## config.mk

```make
export PLATFORM = sky130hd
export DESIGN_NAME = param_shift_register
export DESIGN_NICKNAME = d
export VERILOG_FILES = /design/src/rtl/param_shift_register.sv
export SDC_FILE = /design/constraint.sdc
export NUM_CORES = 1
export LEC_CHECK = 0
export CAP_MARGIN = 20
export CELL_PAD_IN_SITES_DETAIL_PLACEMENT = 0
export CELL_PAD_IN_SITES_GLOBAL_PLACEMENT = 1
export CORE_MARGIN = 1
export CORE_UTILIZATION = 33
export DETAILED_ROUTE_END_ITERATION = 12
export PLACE_DENSITY_LB_ADDON = 0.3
export SLEW_MARGIN = 10
export SYNTH_ARGS = -nofsm -noshare
export SYNTH_HDL_FRONTEND = slang
export SYNTH_SLANG_ARGS = --single-unit
```

## constraint.sdc

```tcl
create_clock -name clk -period 2.3 [get_ports clk]
set_input_delay 0.69 -clock clk [delete_from_list [all_inputs] [get_ports clk]]
set_output_delay 0.69 -clock clk [all_outputs]
set_load 0.02 [all_outputs]
```

## src/rtl/param_shift_register.sv

```systemverilog
// Parametrised universal shift register: hold, shift right/left, parallel load and rotate,
// with a saturating shift counter and a one-cycle done pulse once a loaded word is shifted out.
module param_shift_register #(
    parameter int               WIDTH       = 8,
    parameter logic [WIDTH-1:0] RESET_VALUE = {WIDTH{1'b0}},
    parameter int               CW          = $clog2(WIDTH + 1)
) (
    input  logic             clk,
    input  logic             reset_n,
    input  logic             en,
    input  logic [1:0]       mode,
    input  logic             rotate,
    input  logic             serial_in_right,
    input  logic             serial_in_left,
    input  logic [WIDTH-1:0] parallel_in,
    output logic [WIDTH-1:0] parallel_out,
    output logic             serial_out_right,
    output logic             serial_out_left,
    output logic [CW-1:0]    shift_count,
    output logic             done
);

    typedef enum logic [1:0] {
        MODE_HOLD  = 2'b00,
        MODE_RIGHT = 2'b01,
        MODE_LEFT  = 2'b10,
        MODE_LOAD  = 2'b11
    } mode_e;

    localparam logic [CW-1:0] CNT_FULL = CW'(WIDTH);
    localparam logic [CW-1:0] CNT_LAST = CW'(WIDTH - 1);
    localparam logic [CW-1:0] CNT_ONE  = {{(CW - 1){1'b0}}, 1'b1};
    localparam logic [CW-1:0] CNT_ZERO = {CW{1'b0}};

    logic [WIDTH-1:0] r_q;
    logic [WIDTH-1:0] w_q_next;
    logic [CW-1:0]    r_count;
    logic [CW-1:0]    w_count_next;
    logic             r_done;
    logic             w_done_next;
    logic             w_shift;
    logic             w_load;
    logic             w_fill_right;
    logic             w_fill_left;

    // Select the bit entering each end: serial input, or the bit leaving the opposite end on rotate.
    always_comb begin
        w_fill_right = serial_in_right;
        w_fill_left  = serial_in_left;
        if (rotate) begin
            w_fill_right = r_q[0];
            w_fill_left  = r_q[WIDTH-1];
        end else begin
            w_fill_right = serial_in_right;
            w_fill_left  = serial_in_left;
        end
    end

    // Data path next state and classification of the current edge as shift or load.
    always_comb begin
        w_q_next = r_q;
        w_shift  = 1'b0;
        w_load   = 1'b0;
        if (en) begin
            case (mode)
                MODE_HOLD: begin
                    w_q_next = r_q;
                end
                MODE_RIGHT: begin
                    w_q_next = {w_fill_right, r_q[WIDTH-1:1]};
                    w_shift  = 1'b1;
                end
                MODE_LEFT: begin
                    w_q_next = {r_q[WIDTH-2:0], w_fill_left};
                    w_shift  = 1'b1;
                end
                MODE_LOAD: begin
                    w_q_next = parallel_in;
                    w_load   = 1'b1;
                end
                default: begin
                    w_q_next = r_q;
                end
            endcase
        end else begin
            w_q_next = r_q;
        end
    end

    // Saturating shift counter; done fires only on the WIDTH-1 -> WIDTH transition so it cannot re-pulse.
    always_comb begin
        w_count_next = r_count;
        w_done_next  = 1'b0;
        if (w_load) begin
            w_count_next = CNT_ZERO;
            w_done_next  = 1'b0;
        end else if (w_shift) begin
            if (r_count < CNT_FULL) begin
                w_count_next = r_count + CNT_ONE;
            end else begin
                w_count_next = CNT_FULL;
            end
            w_done_next = (r_count == CNT_LAST);
        end else begin
            w_count_next = r_count;
            w_done_next  = 1'b0;
        end
    end

    // State registers with asynchronous active-low reset.
    always_ff @(posedge clk or negedge reset_n) begin
        if (!reset_n) begin
            r_q     <= RESET_VALUE;
            r_count <= CNT_ZERO;
            r_done  <= 1'b0;
        end else begin
            r_q     <= w_q_next;
            r_count <= w_count_next;
            r_done  <= w_done_next;
        end
    end

    assign parallel_out     = r_q;
    assign serial_out_right = r_q[0];
    assign serial_out_left  = r_q[WIDTH-1];
    assign shift_count      = r_count;
    assign done             = r_done;

endmodule

```

==> out/qor.csv <==
metric;value;unit
vias in the first global route;737;
drt drc;0;
slowest CP cell;clkdlybuf4s50_1;
Crit. End Element;output port;
mapped cell area;778;um^2
Least-Margin Pin Slew;0.610;ns
syn nets;100;
Synth Area per Inst;9.73;um^2
antenna viol nets, final;0;
CTS tree;yes;
die height;50.6;um
worst path required time;1.61;ns
cell family with most CP delay;buffers and inverters;
Reg2Reg Depth;3;
dpl ws;0.130;ns
global route overflow;0;
post-DP HPWL;1370;um
Leakage;0.494;nW
crit-path cells;clkdlybuf4s50_1;
Critical Path Stages;1;
# rows;17;
Fmax;0.490;GHz
clock latency at the later pin of the worst-skew pair;0.27;ns
TritonCTS buffer count;3;
hold_ws;0.587;ns
worst setup margin;0.260;ns
PortBufs;30;
R2R setup slack;1.08;ns
All-Layer GR Usage;17.5;%
crit path kind;reg2out;
Routed WL per cell;13.3;um
Rel. slew slack;59.2;%
Die Area;0.00256;mm^2
P per Cell Area;822;mW/mm^2
clk_skew;0.00450;ns
antenna cells;0;
commonest cells after routing, fill and taps aside;clkdlybuf4s50_1 (30), dfrtp_1 (13), nand2_1 (9), nor2_1 (9), a31oi_1 (8);
reg-to-reg startpoint;shift_count[0];
pin count of the biggest net entering global routing;15;
Post-CTS Setup Bufs;0;
Synth top area share;41.8;%
# hold bufs at CTS;0;
Clock transition at path regs;0.08;ns
effective utilization at floorplan;35.2;%
total iterations of the first detailed-routing run;4;
Tcrit/Tclk final;88.7;%
top post-synthesis cells by area;dfrtp_1 (42%), a31oi_1 (6.4%), ha_1 (6.4%);
Nets;134;
Routed WL;1870;um
initial DRC count;12;
post-synth top area cell;dfrtp_1;
most common cell after layout, fill and taps aside;clkdlybuf4s50_1;
Area Overhead vs Synth;44.2;%
via count;736;
post-CTS sizing;0;
Root Buffer Master;clkbuf_4;
CTS Buffer Depth;2;
buffer and inverter count on the worst path;1;
Final Hold Vio Count;0;
Final Max Slew Viols;0;
Cells after Synth;80;
register area share after synthesis;41.8;%
Crit Path Max Fanout;5;
Core Region;0.00221;mm^2
Finished Cell Area;0.00112;mm^2
Final min period;2.04;ns
worst r2r dst;shift_count[2];
synthesized flop and latch total;13;
RePlAce Congestion;0.727;
Sink Count;13;
synth warn;0;
setup tns final;0;ns
Final setup viols;0;
initial antenna violation count;0;
Peak VDD IR;0.000445;V
number of distinct library cells after synthesis;24;
share of layout cells above drive strength 1;14.2;%
CTS H-tree lvls;1;
RSZ-0062 raised after global routing;false;
die width;50.6;um
status;finished, final reports clean;
Hold Crit Depth;2;
hold_sp;parallel_out[2];
max incr delay on CP;0.64;ns
first-pass GRT wire length;3330;um
Arr. time, crit path;1.35;ns
startpoint class of the critical path;register;
DR vias/cell;5.22;
maxcap violations;0;
worst hold path type;reg2reg;
Hold Path End;parallel_out[1];
placed instance area;0.00109;mm^2
I/O pins;31;
[power breakdown]
part	total, mW	leakage (nW)	internal (mW)	switching (mW)
Clock	0.140	0.0177	0.0644	0.0761
Sequential	0.356	0.152	0.285	0.0712
Combinational	0.426	0.324	0.224	0.202
[synth_stat cells]
cell type and number:
nor2_1 9, o22ai_1 2, buf_4 3, a2bb2oi_1 1
buf_6 3, a21oi_1 3, dfrtp_1 13, and2b_1 1
inv_1 5, o211a_1 1, a31oi_1 8, and3_1 1
mux2_2 2, ha_1 4, nor3_1 1, nand2b_1 1
nor2_2 1, a22oi_1 6, nand2_1 9, and2b_4 1
a221oi_1 2, a21oi_2 1, and3b_4 1, o32ai_2 1
[routing by layer]
layer	up-vias	wire length [um]	GRT usage, %
li1	353	-	-
met1	349	923	23.9
met2	32	844	27.1
met3	2	92	2.12
met4	0	12	8.33
met5	-	0	0
[logic make-up after synthesis]
logic type / synth area share [%]
simple gates: 15.6
fa+ha+maj: 6.43
buf+inv: 9.65
mux: 2.89
compound gates: 23.6
flops: 41.8
[through the flow]
stage	power, mW	std cells	util, %
2_1_floorplan	0.596	80	-
6_report	0.923	141	50.7
3_3_place_gp	0.779	137	49.5
3_5_place_dp	0.785	137	49.5
4_1_cts	0.934	141	50.7
5_1_grt	0.994	141	50.7
[how the worst max path moves through the flow]
stage,start,endpoint
CTS,shift_count[0],shift_count[0]
detailed placement,mode[1],shift_count[2]
global placement,mode[1],shift_count[2]
global route,shift_count[0],shift_count[0]
finish,shift_count[3],shift_count[3]
floorplan,mode[0],shift_count[2]
[sequential cells by signal, summed over array words and instances, names as in the netlist]
| name | flops |
|---|---|
| parallel_out | 8 |
| shift_count | 4 |
| done | 1 |
[final cells by class]
cell class | count | area (um^2)
flip-flops and latches | 13 | 325
well taps | 28 | 35.0
multi-input cells | 56 | 378
inverters | 5 | 18.8
clock buffers | 3 | 22.5
fillers | 227 | 1090
clock inverters | 1 | 5.00
repair buffers | 35 | 338
(Power assumes the default switching activity.)
